===== config.mk =====
export PLATFORM = sky130hd
export DESIGN_NAME = mem_access_unit
export DESIGN_NICKNAME = d
export VERILOG_FILES = /design/src/rtl/mem_access_unit.sv
export SDC_FILE = /design/constraint.sdc
export NUM_CORES = 1
export LEC_CHECK = 0
export BUFFER_PORTS_ARGS = -buffer_cell sky130_fd_sc_hd__buf_2
export CAP_MARGIN = 20
export CORE_UTILIZATION = 42
export DETAILED_ROUTE_END_ITERATION = 8
export PLACE_DENSITY_LB_ADDON = 0.08
export SLEW_MARGIN = 15
export SYNTH_ARGS = -nofsm -noshare
export SYNTH_HDL_FRONTEND = slang
export SYNTH_SLANG_ARGS = --single-unit

===== constraint.sdc =====
create_clock -name clk -period 1.94 [get_ports clk]
set_clock_uncertainty 0.15 [all_clocks]
set_input_delay 0.388 -clock clk [delete_from_list [all_inputs] [get_ports clk]]
set_output_delay 0.388 -clock clk [all_outputs]
set_load 0.02 [all_outputs]

===== src/rtl/mem_access_unit.sv =====
// MEM-stage data-memory sequencer for LDR/STR/LDB/STB and indirect LDI/STI.
// Holds the pipeline stalled until the access completes and returns load data.
module mem_access_unit #(
    parameter int CNT_W = 16
) (
    input  logic             clk,
    input  logic             reset_n,
    input  logic             mem_read_in,
    input  logic             mem_write_in,
    input  logic             is_ldi_in,
    input  logic             is_sti_in,
    input  logic             is_ldb_stb_in,
    input  logic [15:0]      address_in,
    input  logic [15:0]      store_data_in,
    input  logic             dmem_resp,
    input  logic [15:0]      dmem_rdata,
    output logic             dmem_read,
    output logic             dmem_write,
    output logic [15:0]      dmem_address,
    output logic [15:0]      dmem_wdata,
    output logic [1:0]       dmem_byte_enable,
    output logic             stall_pipeline,
    output logic [15:0]      mem_data_out,
    output logic [CNT_W-1:0] stall_count
);

    typedef enum logic [1:0] {
        IDLE,
        ACC1,
        ACC2,
        DONE
    } state_t;

    state_t state, state_nx;

    logic [15:0] ptr_reg;
    logic        req;
    logic        k_ldi;
    logic        k_sti;
    logic        k_ld;
    logic        k_st;
    logic        byte_acc;
    logic [15:0] addr_word;
    logic [1:0]  lane_be;
    logic [15:0] wdata_acc1;
    logic [15:0] ld_extract;

    // One-hot access class, highest priority first
    assign k_ldi = is_ldi_in;
    assign k_sti = !is_ldi_in && is_sti_in;
    assign k_ld  = !is_ldi_in && !is_sti_in && mem_read_in;
    assign k_st  = !is_ldi_in && !is_sti_in && !mem_read_in
                   && mem_write_in;
    assign req   = is_ldi_in | is_sti_in | mem_read_in | mem_write_in;

    assign byte_acc   = is_ldb_stb_in && (k_ld || k_st);
    assign addr_word  = {address_in[15:1], 1'b0};
    assign lane_be    = address_in[0] ? 2'b10 : 2'b01;
    assign wdata_acc1 = byte_acc
                        ? {store_data_in[7:0], store_data_in[7:0]}
                        : store_data_in;
    assign ld_extract = !is_ldb_stb_in ? dmem_rdata
                        : address_in[0] ? {8'h00, dmem_rdata[15:8]}
                        : {8'h00, dmem_rdata[7:0]};

    // Stall is suppressed while reset is held so the pipeline is released at once
    assign stall_pipeline = req && (state != DONE) && reset_n;

    always_ff @(posedge clk or negedge reset_n) begin
        if (!reset_n) begin
            state <= IDLE;
        end else begin
            state <= state_nx;
        end
    end

    always_comb begin
        state_nx         = state;
        dmem_read        = 1'b0;
        dmem_write       = 1'b0;
        dmem_address     = addr_word;
        dmem_byte_enable = 2'b11;
        dmem_wdata       = store_data_in;
        unique case (state)
            IDLE: begin
                if (req) begin
                    state_nx = ACC1;
                end
            end
            ACC1: begin
                dmem_read  = k_ldi | k_sti | k_ld;
                dmem_write = k_st;
                dmem_wdata = wdata_acc1;
                if (byte_acc) begin
                    dmem_byte_enable = lane_be;
                end
                if (dmem_resp) begin
                    state_nx = (k_ldi || k_sti) ? ACC2 : DONE;
                end
            end
            ACC2: begin
                dmem_address = ptr_reg;
                dmem_read    = k_ldi;
                dmem_write   = k_sti;
                if (dmem_resp) begin
                    state_nx = DONE;
                end
            end
            DONE: begin
                state_nx = IDLE;
            end
            default: begin
                state_nx = IDLE;
            end
        endcase
    end

    always_ff @(posedge clk or negedge reset_n) begin
        if (!reset_n) begin
            ptr_reg      <= 16'h0000;
            mem_data_out <= 16'h0000;
        end else begin
            if (state == ACC1 && dmem_resp) begin
                if (k_ldi || k_sti) begin
                    ptr_reg <= {dmem_rdata[15:1], 1'b0};
                end
                if (k_ld) begin
                    mem_data_out <= ld_extract;
                end
            end
            if (state == ACC2 && dmem_resp && k_ldi) begin
                mem_data_out <= dmem_rdata;
            end
        end
    end

    always_ff @(posedge clk or negedge reset_n) begin
        if (!reset_n) begin
            stall_count <= '0;
        end else if (stall_pipeline && (stall_count != '1)) begin
            stall_count <= stall_count + {{(CNT_W-1){1'b0}}, 1'b1};
        end
    end

endmodule


## Yosys cells after proc, flatten, opt, wreduce, memory -nomap -nowiden

Cells that the tools add are included.

- Register bits after elaboration: 49
- Word-level logic and storage cells: 59

- Add/sub/neg operators: 1
- Equal/unequal tests: 8
- Multiplexer cells: 18
- Bitwise operators: 5
- Reductions and logical operators: 23

Operators with widths:

| cell | count |
|---|---|
| 2-to-1 mux 16 bit | 7 |
| adder 16 x 1 -> 16 bit, second input constant | 1 |
| != test 16 bit, second input constant | 1 |
| logical AND 1 bit | 12 |
| 2-to-1 mux 2 bit | 6 |
| 2-to-1 mux 8 bit | 1 |
| != test 2 bit, second input constant | 4 |
| case mux 2 bit (4 select lines) | 1 |
| bitwise OR 1 bit | 5 |
| equality test 2 bit, second input constant | 2 |
| case mux 1 bit (2 select lines) | 2 |
| AND reduction 2 bit | 2 |
| nonzero test 2 bit | 2 |
| logical NOT 1 bit | 3 |
| AND reduction 3 bit | 1 |
| equality test 2 x 1 -> 1 bit, second input constant | 1 |
| logical NOT 2 bit | 1 |
| logical OR 1 bit | 2 |
| 2-to-1 mux 1 bit | 1 |

## Logic depth before layout (Yosys ltp)

Gate-level depths: netlist (run 1).

- Word-level depth: 8
- Mapped depth: 8
- Depth with buffers taken out: 6

## Worst setup path before layout (run 1)

Ideal clock, no wire load.

- Path type: register to output
- Start point: reg state[0]
- End point: out dmem_read
- Arrival time: 1.825 ns
- Data required time: 1.402 ns
- Path slack: -0.423 ns
- Cell stages (with the launch flop): 7
- Path buffers: 2
- Path through: dfrtp_1 > inv_1 > ha_1 > buf_2 > buf_1 > o21ai_0 > a21boi_0

- Cells in the longest elaborated chain, start to end: 2
- Elaborated cells between the ends (all ways): 3
- Classes of those cells: 2 x eq/ne; 1 x mux

Ends and longest elaborated chain:

| item | line | text |
|---|---|---|
| start, declared | 34 | `state_t state, state_nx;` |
| start signal, assigned | 73 | `state <= state_nx;` |
| equality test 2 bit / equality test 2 x 1 -> 1 bit (equally long branches) | 84 | `unique case (state)` |
| case mux 1 bit (2 select lines) * | 84 |  |
| end, declared | 17 | `output logic dmem_read,` |

Every way passes the cells marked *; elsewhere a longest branch is shown, timed or not.

## Worst setup path in the final report (run 1)

- Start point: reg state[1]
- End point: out dmem_address[5]

- Cells in the longest elaborated chain, start to end: 2

Ends and longest elaborated chain:

| item | line | text |
|---|---|---|
| equality test 2 bit | 84 |  |
| 2-to-1 mux 16 bit | 84 |  |
| end, declared | 19 | `output logic [15:0] dmem_address,` |

Every way passes these cells.

==> summary.md, run 1 <==
| Metric | Value |
|---|---|
| Via count | `approximately 2400` |
| Required time worst endpoint | `1400 ps` |
| Largest family of logic cells by synthesized area | `multiplexers` |
| Post-DRT Antenna Nets | `0` |
| First-pass GRT wire length | `roughly 10 mm` |
| Post-route insts no fill | `473` |
| Core Box Area | `between 5000 and 6000 sq um` |
| Sw power | `roughly 2.0 mW` |
| Main synth FF type | `dfrtp_1` |
| Cell Int Power | `~3.1 mW` |
| PwrDens | `1220 nW/um^2` |
| Largest net degree at the start of global routing | `50` |
| Routed WL per cell | `~15 um` |
| Synth Area in Compound Gates | `0.0647` |
| Die Span Y | `a little over 80 um` |
| Hold/Removal Path Class | `in2async` |
| Number of distinct library cells after synthesis | `41` |
| Crit. End Element | `output port` |
| Final period utilization | `1.16` |
| Flop2flop setup slack | `-170 ps` |
| Met2 Track Usage GR | `0.379` |
| DP HPWL | `between 4 and 5 mm` |
| # fillers | `460` |
| Post-Synth Adder-Cell Area | `0.0283` |
| Worst setup path start | `state[1]` |
| CP arrival | `1710 ps` |
| Period minus WS final | `between 2000 and 2500 ps` |
| DR vias/cell | `between 5 and 6` |
| Gr ovfl total | `0` |
| Max Slew Vio Count | `0` |
| Row Count | `28` |
| Setup crit start kind | `flip-flop` |
| IO buf count | `~120` |
| Layout cells sized above 1 | `0.628` |
| Max cap viols | `0` |
| Worst setup margin | `-311 ps` |
| # setup viols final | `39` |
| Root buffer cell | `clkbuf_8` |
| DRC Markers | `0` |
| GPL Wtd Cong | `between 0.8 and 0.9` |
| Net Count, Synth | `304` |
| CTS Buffer Depth | `2` |
| # clock sinks | `49` |
| Routed WL | `~7 mm` |
| Status | `finished, violations left` |
| RR Startpoint | `state[1]` |
| Pleak | `roughly 2.0 nW` |
| Worst-margin pin slew | `roughly 610 ps` |
| CP Cell Sequence | `buf_4 -> buf_4 -> ha_4 -> buf_6 -> mux2_2 -> buf_6` |
| Area Overhead vs Synth | `56.3%` |
| Ant. Diodes | `0` |
| Width of the die | `81.5 um` |
| Switch share | `0.391` |
| Critical path class | `reg2out` |
| Worst-case reg-to-reg path depth | `9` |
| Sequential share of power | `0.327` |
| CTS clk-pin slew, worst paths | `100 ps` |
| Asr flop ratio synth | `1.00` |
| Crit Path Max Fanout | `7` |
| Failing checks | `negative setup slack` |
| TritonRoute pass-1 iters | `4` |
| DP Worst Slack | `-99.9 ps` |
| Mapped Avg Cell Area | `roughly 11 sq um` |
| Final nets | `approximately 460` |
| Clk_lat worst skew | `300 ps` |
| Vias in the first global route | `2254` |
| Die area | `6630 sq um` |
| Starting Density | `0.443` |
| RSZ-0062 raised after global routing | `true` |
| Cell total after placement | `approximately 450` |
| Grt peak-use layer | `met2` |
| Post-synth EDFFs | `0` |
| GRT Overall Usage | `0.206` |
| Slowest stage delay, CP | `~400 ps` |
| Sequential area share after synthesis | `0.462` |
| Synth Area in Simple Gates | `0.150` |
| Final hold violations | `0` |
| Synth Area in XOR/XNOR | `0.0462` |
| Critical-path top delay cell | `dfrtp_1` |
| Worst vdd ir | `~0.00086 V` |
| Initial antenna violation count | `0` |
| CTS H-tree lvls | `2` |
| Num CTS Buffers | `5` |
| Slew HR | `0.595` |
| Fmax | `0.444 GHz` |
| Clock Power Share | `0.123` |
| Met1 GRT Util | `0.233` |
| Met3 Usage GRT | `0.0544` |
| #FFs+latches synth | `49` |
| Comb power frac | `0.550` |
| Post-synthesis mux area share | `0.200` |
| 1st-iter DRT viols | `129` |
| Synth Instances | `between 200 and 250` |
| CTS tree | `done` |
| Io pins | `~130` |
| Ys Warns | `0` |
| Post-Syn Area | `around 2700 sq um` |
-- cell usage after synthesis, types with 2 or more instances --
cell type,instances,area share
xor2_1,7,0.023
buf_2,6,0.011
ha_1,6,0.028
o21ai_0,22,0.042
nor4_1,4,0.0094
nor3_1,3,0.0057
buf_4,9,0.025
nand4_1,5,0.012
nand3_1,6,0.011
nand2_1,29,0.041
nor4b_1,2,0.0066
nor2_1,6,0.0085
and3_1,3,0.0071
mux2i_1,8,0.030
mux2_2,40,0.17
nand2b_1,2,0.0047
xnor2_1,7,0.023
dfrtp_1,49,0.46
clkbuf_1,3,0.0042
a21oi_1,2,0.0038
inv_1,3,0.0042
-- metrics by stage --
stage	cell area, sq um	total power [mW]	utilization	setup TNS, ps	hold slack (ps)
after floorplan	2720	3.13	-	0	-57.6
after global placement	3530	3.84	0.590	-867	307
after detailed placement	3530	3.89	0.590	-1890	315
after CTS	4050	4.97	0.675	-9570	127
after global routing	4140	5.41	0.692	-10990	143
final	4140	5.07	0.692	-8380	99.7
-- routing by layer --
metal / share of wire / routed length [um] / vias to the layer above
met5: 0 / 0 / -
li1: - / - / 1159
met4: 0.0052 / 36 / 0
met1: 0.41 / 2830 / 1165
met2: 0.53 / 3670 / 75
met3: 0.058 / 404 / 4
-- cell usage in the layout, fill, tap and decap left out, types with 6 or more instances in the layout --
cell type and n:
buf_2 95, buf_4 36, buf_6 36, clkbuf_8 6, dfrtp_1 47, mux2_2 31
mux2_4 9, mux2i_1 8, nand2_1 28, o21ai_0 19, xnor2_1 7, xor2_1 7
-- cells by family after synthesis --
family,after synthesis
AO/OA/AOI/OAI,30
XOR/XNOR,14
adder cells (fa/ha/maj),6
other,1
flip-flops,49
AND/OR/NAND/NOR,72
multiplexers,48
buffers and inverters,22
-- layout make-up --
cell class | instances | area (sq um) | area share
multi-input combinational | 171 | 1560 | 0.377
inverter | 3 | 13.8 | 0.00332
sequential | 49 | 1230 | 0.296
clock inverter | 2 | 13.8 | 0.00332
timing repair buffer | 167 | 1150 | 0.278
tap | 75 | 93.8 | 0.0226
clock buffer | 6 | 82.6 | 0.0199
-- timing repair --
action,in CTS,in global routing
hold buffers,0,0
gates resized for setup,84,23
setup endpoints to repair,43,53
setup buffers,9,5
cloned,2,0
pin swaps,6,14
-- power by group through the flow --
stage | combinational, mW | clock, mW | sequential, mW
5_1_grt | 3.01 | 0.696 | 1.70
3_3_place_gp | 2.19 | 0 | 1.66
6_report | 2.79 | 0.626 | 1.66
2_1_floorplan | 1.25 | 0 | 1.88
4_1_cts | 2.68 | 0.646 | 1.65
3_5_place_dp | 2.22 | 0 | 1.67
-- path summary, 6_finish.rpt --
| kind | to |
|---|---|
| hold reg to reg | mem_data_out[13] |
| hold / removal | stall_count[11] |
| setup reg to reg | stall_count[11] |
| max in group asynchronous | state[0] |
| min in group clk | ptr_reg[3] |
| setup / recovery | dmem_address[5] |
-- worst max-delay path, delay by kind of cell, from the launching register on --
family / cells / cell delay (ps)
adders and majority gates: 1 / 180
muxes: 1 / 280
DFF: 1 / 400
buffers and inverters: 4 / 540
(Power assumes the default switching activity.)
==> run 2: changes to the inputs <==
- CORE_UTILIZATION: 42 -> 43
- CTS_BUF_LIST: default -> sky130_fd_sc_hd__clkbuf_2 sky130_fd_sc_hd__clkbuf_4 sky130_fd_sc_hd__clkbuf_8
- SETUP_SLACK_MARGIN: default -> 0.05
==> run 2 against run 1 <==
The flow still finishes with violations (negative setup slack). Die area fell by 2.3%. Sequential power about the same. Routed wire length up 15%. Power grew 11%. Sequential cell count is the same. Critical path type unchanged. Largest power group unchanged. Worst hold slack gained 10 ps. Combinational power is 19% higher. Critical path depth unchanged. Clock power fell by 1%. First-iteration DRC count shrank 27%. Global-route usage increased by 2.0 points. Sequential share of layout area down 1.8 points.
==> summary.md, run 2 (same netlist as run 1, synthesis figures left out) <==
| Metric | Value |
|---|---|
| Final period utilization | `1.22 (+0.0603)` |
| DR vias/cell | `5.23 (+2.9%)` |
| Largest net degree at the start of global routing | `50 (unchanged)` |
| Final hold violations | `0 (unchanged)` |
| Placed inst area | `3580 sq um (+1.3%)` |
| Delay-heaviest family, CP | `flip-flops` |
| RSZ-0062 raised after global routing | `true` |
| GRT Overall Usage | `0.226 (+0.0200)` |
| Met3 Usage GRT | `0.0352 (-0.0192)` |
| Width of the die | `80.5 um (-1.1%)` |
| Post-DRT Antenna Nets | `0 (unchanged)` |
| Crit. End Element | `output port` |
| # clock sinks | `49 (unchanged)` |
| Met2 Track Usage GR | `0.414 (+0.0352)` |
| CTS tree | `done` |
| Total Neg Setup Slack | `-13610 ps (-5230 ps)` |
| CP Cell Sequence | `inv_2 -> ha_4 -> o2111a_2 -> clkbuf_16 -> mux2_4 -> buf_6` |
| Critical path class | `reg2out` |
| DRC Markers | `0 (unchanged)` |
| Period minus WS final | `2370 ps (+117 ps)` |
| PwrDens | `1270 nW/um^2 (+3.8%)` |
| Status | `finished, violations left` |
| Clk_lat worst skew | `310 ps (about the same)` |
| Final nets | `465 (+1.3%)` |
| Core Box Area | `5920 sq um (-1.2%)` |
| Routed WL | `7.99 mm (+15%)` |
| CTS hold repair buffers | `0 (unchanged)` |
| Post-layout util | `0.746 (+0.0538)` |
| Most frequent cells in the layout | `95 x buf_2, 45 x dfrtp_1, 34 x buf_4` |
| Gr ovfl total | `0 (unchanged)` |
| Io pins | `125 (unchanged)` |
| Buf+Inv Stages, Crit Path | `3 (-1)` |
| Routed WL per cell | `16.7 um (+14%)` |
| Vias in the first global route | `2377 (+5.5%)` |
| Pleak | `2.10 nW (+5.2%)` |
| Crit Path Max Fanout | `4 (-3)` |
| Worst-margin pin slew | `626 ps (+17.4 ps)` |
| IO buf count | `123 (unchanged)` |
| CP arrival | `1830 ps (+120 ps)` |
| Critical-path top delay cell | `dfrtp_1` |
| CTS Buffer Depth | `2 (unchanged)` |
| CTS H-tree lvls | `2 (unchanged)` |
| Worst setup margin | `-428 ps (-117 ps)` |
| Slowest stage delay, CP | `430 ps (+30 ps)` |
| Max Slew Vio Count | `0 (unchanged)` |
| Area Overhead vs Synth | `66.5%` |
| Initial antenna violation count | `0 (unchanged)` |
| # fillers | `425 (-7.6%)` |
| Die area | `6480 sq um (-2.3%)` |
| Num CTS Buffers | `5 (unchanged)` |
| Starting Density | `0.448 (+0.00524)` |
| CTS clk-pin slew, worst paths | `90 ps (about the same)` |
| GPL Wtd Cong | `0.734 (-9.1%)` |
| Commonest non-fill, non-tap cell in the layout | `buf_2` |
| Post-route cell area | `4410 sq um (+6.5%)` |
| Slew HR | `0.583 (-0.0116)` |
| Setup crit start kind | `flip-flop` |
| Hold/Removal Path Class | `in2async` |
| FF/Latch Area | `1230 sq um (+0.20%)` |
| Failing checks | `negative setup slack` |
| 1st-iter DRT viols | `94 (-27%)` |
| Via count | `2503 (+4.2%)` |
| TritonRoute pass-1 iters | `4 (unchanged)` |
| Required time worst endpoint | `1400 ps (about the same)` |
| Worst vdd ir | `0.000790 V (-8.1%)` |
| DP HPWL | `4.78 mm (-1.7%)` |
| Ant. Diodes | `0 (unchanged)` |
| Fmax | `0.422 GHz (-4.9%)` |
| Max cap viols | `0 (unchanged)` |
| Area taken by multi-input logic gates | `1620 sq um (+4.0%)` |
| Layout cells sized above 1 | `0.656 (+0.0278)` |
| Met1 GRT Util | `0.272 (+0.0386)` |
| Die Span Y | `80.5 um (-1.1%)` |
| # setup viols final | `52 (+33%)` |
| Row Count | `28 (unchanged)` |
| First-pass GRT wire length | `11.2 mm (+8.9%)` |
| Root buffer cell | `clkbuf_8` |
| Grt peak-use layer | `met2` |
[run 2: cell types whose count changed in the layout (fill, tap and decap cells not counted), moves of 3 or more]
cell     previous run  this run
buf_6              36        32
buf_12              0         7
buf_16              0         3
o21ai_0            19         8
o21ai_1             2        11
[run 2: timing repair]
action,CTS,global route
cloned,3,2
pin swaps,5,17
resized for setup,61,62
setup buffers,6,12
setup endpoints to repair,45,59
[run 2: metrics by stage]
stage | instances | power [mW] | setup WS [ps] | hold WS [ps]
4_1_cts | 465 | 5.20 | -350 | 138
3_5_place_dp | 448 | 3.99 | -102 | 319
5_1_grt | 479 | 5.90 | -439 | 170
6_report | 479 | 5.61 | -428 | 110
3_3_place_gp | 448 | 3.92 | -67.9 | 307
2_1_floorplan | 242 | 3.17 | 25.8 | -57.6
[run 2: worst paths after layout]
path / from / endpoint / slack, ps / depth (start not counted)
max: state[1] / dmem_wdata[11] / -430 / 6
min: reset_n / stall_count[10] / 110 / 2
max reg2reg: state[0] / stall_count[5] / -260 / 7
min reg2reg: mem_data_out[7] / mem_data_out[7] / 330 / 2
max in group asynchronous: reset_n / state[0] / 1080 / 2
min in group clk: dmem_rdata[13] / mem_data_out[13] / 170 / 3
[run 2: worst register-to-register path, delay by kind of cell (launching register included)]
family	cells	cell delay [ps]
and+or+nand+nor	3	890
adders and majority gates	1	190
buffers and inverters	2	280
xor gates and xnor gates	1	130
DFF	1	450
[run 2: where the power goes]
group / internal, mW / leakage [nW] / total, mW / switching [mW]
combinational: 1.74 / 1.46 / 3.32 / 1.58
sequential: 1.41 / 0.607 / 1.67 / 0.257
clock: 0.269 / 0.0408 / 0.619 / 0.350
[run 2: layout make-up]
type,count,area share
inverters,3,0.00255
flip-flops and latches,49,0.279
repair buffers,173,0.309
clock inverters,2,0.00340
clock buffers,6,0.0173
multi-input cells,171,0.368
well taps,75,0.0213
[run 2: metal layers]
| metal | vias up | wire length [um] |
|---|---|---|
| met5 | - | 0 |
| met4 | 0 | 89 |
| met3 | 10 | 259 |
| met2 | 67 | 4420 |
| met1 | 1255 | 3230 |
| li1 | 1171 | - |
==> run 3: changes to the inputs <==
- SETUP_SLACK_MARGIN: 0.05 -> default
==> run 3 against run 2 <==
The run still ends with negative setup slack left. Final area is 2.0% lower. Combinational power is 7.8% lower. Power is 5.1% lower. Largest cell class unchanged. Routed wire length is 9.6% lower. Critical path type unchanged.
==> summary.md, run 3 (same netlist as run 1, synthesis figures left out) <==
| Metric | Value |
|---|---|
| First-pass GRT wire length | `10.6 mm (-4.9%)` |
| Worst setup path start | `state[1]` |
| Routed WL per cell | `15.2 um (-8.7%)` |
| Max Slew Vio Count | `0 (unchanged)` |
| Gr ovfl total | `0 (unchanged)` |
| Io pins | `125 (unchanged)` |
| Slowest stage delay, CP | `400 ps (-30 ps)` |
| Placed inst area | `3550 sq um (-0.70%)` |
| CP arrival | `1740 ps (-90 ps)` |
| Setup crit start kind | `flip-flop` |
| Initial antenna violation count | `0 (unchanged)` |
| Fmax | `0.440 GHz (+4.1%)` |
| Root buffer cell | `clkbuf_8` |
| Post-route cell area | `4330 sq um (-2.0%)` |
| DP HPWL | `4.63 mm (-3.2%)` |
| Critical Path Most Common Cell | `buf_4` |
| DR vias/cell | `5.11 (-2.1%)` |
| Width of the die | `80.5 um (unchanged)` |
| CP Cell Sequence | `buf_4 -> buf_4 -> ha_4 -> buf_12 -> mux2_2 -> buf_2` |
| Worst setup margin | `-334 ps (+93.9 ps)` |
| Post-layout util | `0.731 (-0.0148)` |
| Core Box Area | `5920 sq um (unchanged)` |
| Critical-path top delay cell | `dfrtp_1` |
| CTS Buffer Depth | `2 (unchanged)` |
| DP Worst Slack | `-113 ps (-10.7 ps)` |
| Worst-margin pin slew | `628 ps (+2.80 ps)` |
| Clk_lat worst skew | `300 ps (about the same)` |
| Post-DRT Antenna Nets | `0 (unchanged)` |
| Worst vdd ir | `0.000671 V (-15%)` |
| Post-route insts no fill | `474 (-1.0%)` |
| Critical path class | `reg2out` |
| Largest net degree at the start of global routing | `50 (unchanged)` |
| Max cap viols | `0 (unchanged)` |
| Area Overhead vs Synth | `63.2%` |
| Most frequent cells in the layout | `103 x buf_2, 48 x dfrtp_1, 31 x mux2_2, 31 x buf_4, 26 x buf_6` |
| Delay-heaviest family, CP | `buffers and inverters` |
| CTS H-tree lvls | `2 (unchanged)` |
| DRC Markers | `0 (unchanged)` |
| Hold/Removal Path Class | `in2async` |
| Num CTS Buffers | `5 (unchanged)` |
| Layout cells sized above 1 | `0.659 (+0.00321)` |
| Row Count | `28 (unchanged)` |
| Pleak | `2.08 nW (-1.1%)` |
| Crit Path Max Fanout | `8 (+4)` |
| Switch share | `0.392 (+0.00174)` |
| Crit. End Element | `output port` |
| Comb power frac | `0.575 (-0.017)` |
| Sw power | `2.09 mW (-4.6%)` |
| Via count | `2424 (-3.2%)` |
| GRT Overall Usage | `0.214 (-0.0123)` |
| Vias in the first global route | `2263 (-4.8%)` |
| CTS clk-pin slew, worst paths | `90 ps (about the same)` |
| PwrDens | `1230 nW/um^2 (-3.1%)` |
| Period minus WS final | `2270 ps (-93.9 ps)` |
| Die area | `6480 sq um (unchanged)` |
| Slew HR | `0.581 (-0.00187)` |
| RR Startpoint | `state[1]` |
| TritonRoute pass-1 iters | `4 (unchanged)` |
| Required time worst endpoint | `1400 ps (about the same)` |
| Sequential share of power | `0.311 (+0.014)` |
| Clock Power Share | `0.114 (+0.004)` |
| CTS tree | `done` |
| 1st-iter DRT viols | `61 (-35%)` |
| Total Neg Setup Slack | `-12250 ps (+1360 ps)` |
| Cell Int Power | `3.23 mW (-5.3%)` |
| Cell total after placement | `449 (+0.22%)` |
| Status | `finished, violations left` |
| # setup viols final | `56 (+7.7%)` |
| Buf+Inv Stages, Crit Path | `4 (+1)` |
| Flop2flop setup slack | `-260 ps (about the same)` |
| WHS | `93.9 ps (-16.1 ps)` |
| Starting Density | `0.448 (unchanged)` |
| Final hold violations | `0 (unchanged)` |
| Commonest non-fill, non-tap cell in the layout | `buf_2` |
| Routed WL | `7.23 mm (-9.6%)` |
| Ant. Diodes | `0 (unchanged)` |
| Final period utilization | `1.17 (-0.0484)` |
| GPL Wtd Cong | `0.763 (+3.9%)` |
| Overall Power | `5.32 mW (-5.1%)` |
| RSZ-0062 raised after global routing | `true` |
| IO buf count | `123 (unchanged)` |
| # clock sinks | `49 (unchanged)` |
| Die Span Y | `80.5 um (unchanged)` |
| Failing checks | `negative setup slack` |
| Final nets | `461 (-0.86%)` |
==> run 3: cell types whose count changed in the layout (fill, tap and decap cells not counted), sizes merged <==
cell,change
buf,-3
clkbuf,-1
clkinv,+1
clkinvlp,-2
==> run 3: repair_timing <==
action	4_1_cts	5_1_grt
cloned	4	1
gates resized for setup	87	37
pin swaps	10	13
buffers inserted	10	6
hold buffers	0	0
endpoints found under the setup margin	30	62
endpoints found under the hold margin	0	0
==> run 3: worst paths after layout <==
kind,endpoint,cells after the start
min in group clk,mem_data_out[14],3
worst max-delay path,dmem_address[2],6
worst min-delay path,stall_count[10],2
max in group asynchronous,stall_count[0],2
worst min register to register,mem_data_out[0],2
worst max register to register,stall_count[11],9
==> run 3: per-layer routing <==
metal,share of wire,vias up,global-route usage
li1,-,1169,-
met5,0,-,0
met4,0.012,0,0.0554
met2,0.52,57,0.370
met1,0.42,1189,0.264
met3,0.043,9,0.0511
==> run 3: area by class of cell <==
cell class	instances	area (sq um)
fillers	425	1590
inverters	3	13.8
multi-input cells	171	1660
clock inverters	1	8.76
clock buffers	6	76.3
flip-flops and latches	49	1230
repair buffers	169	1250
well taps	75	93.8
==> run 3: power by group through the flow <==
| stage | clock, mW | sequential (mW) | combinational [mW] |
|---|---|---|---|
| CTS | 0.619 | 1.65 | 2.79 |
| global placement | 0 | 1.66 | 2.23 |
| finish | 0.604 | 1.66 | 3.06 |
| floorplan | 0 | 1.88 | 1.25 |
| detailed placement | 0 | 1.66 | 2.27 |
| global route | 0.653 | 1.71 | 3.30 |
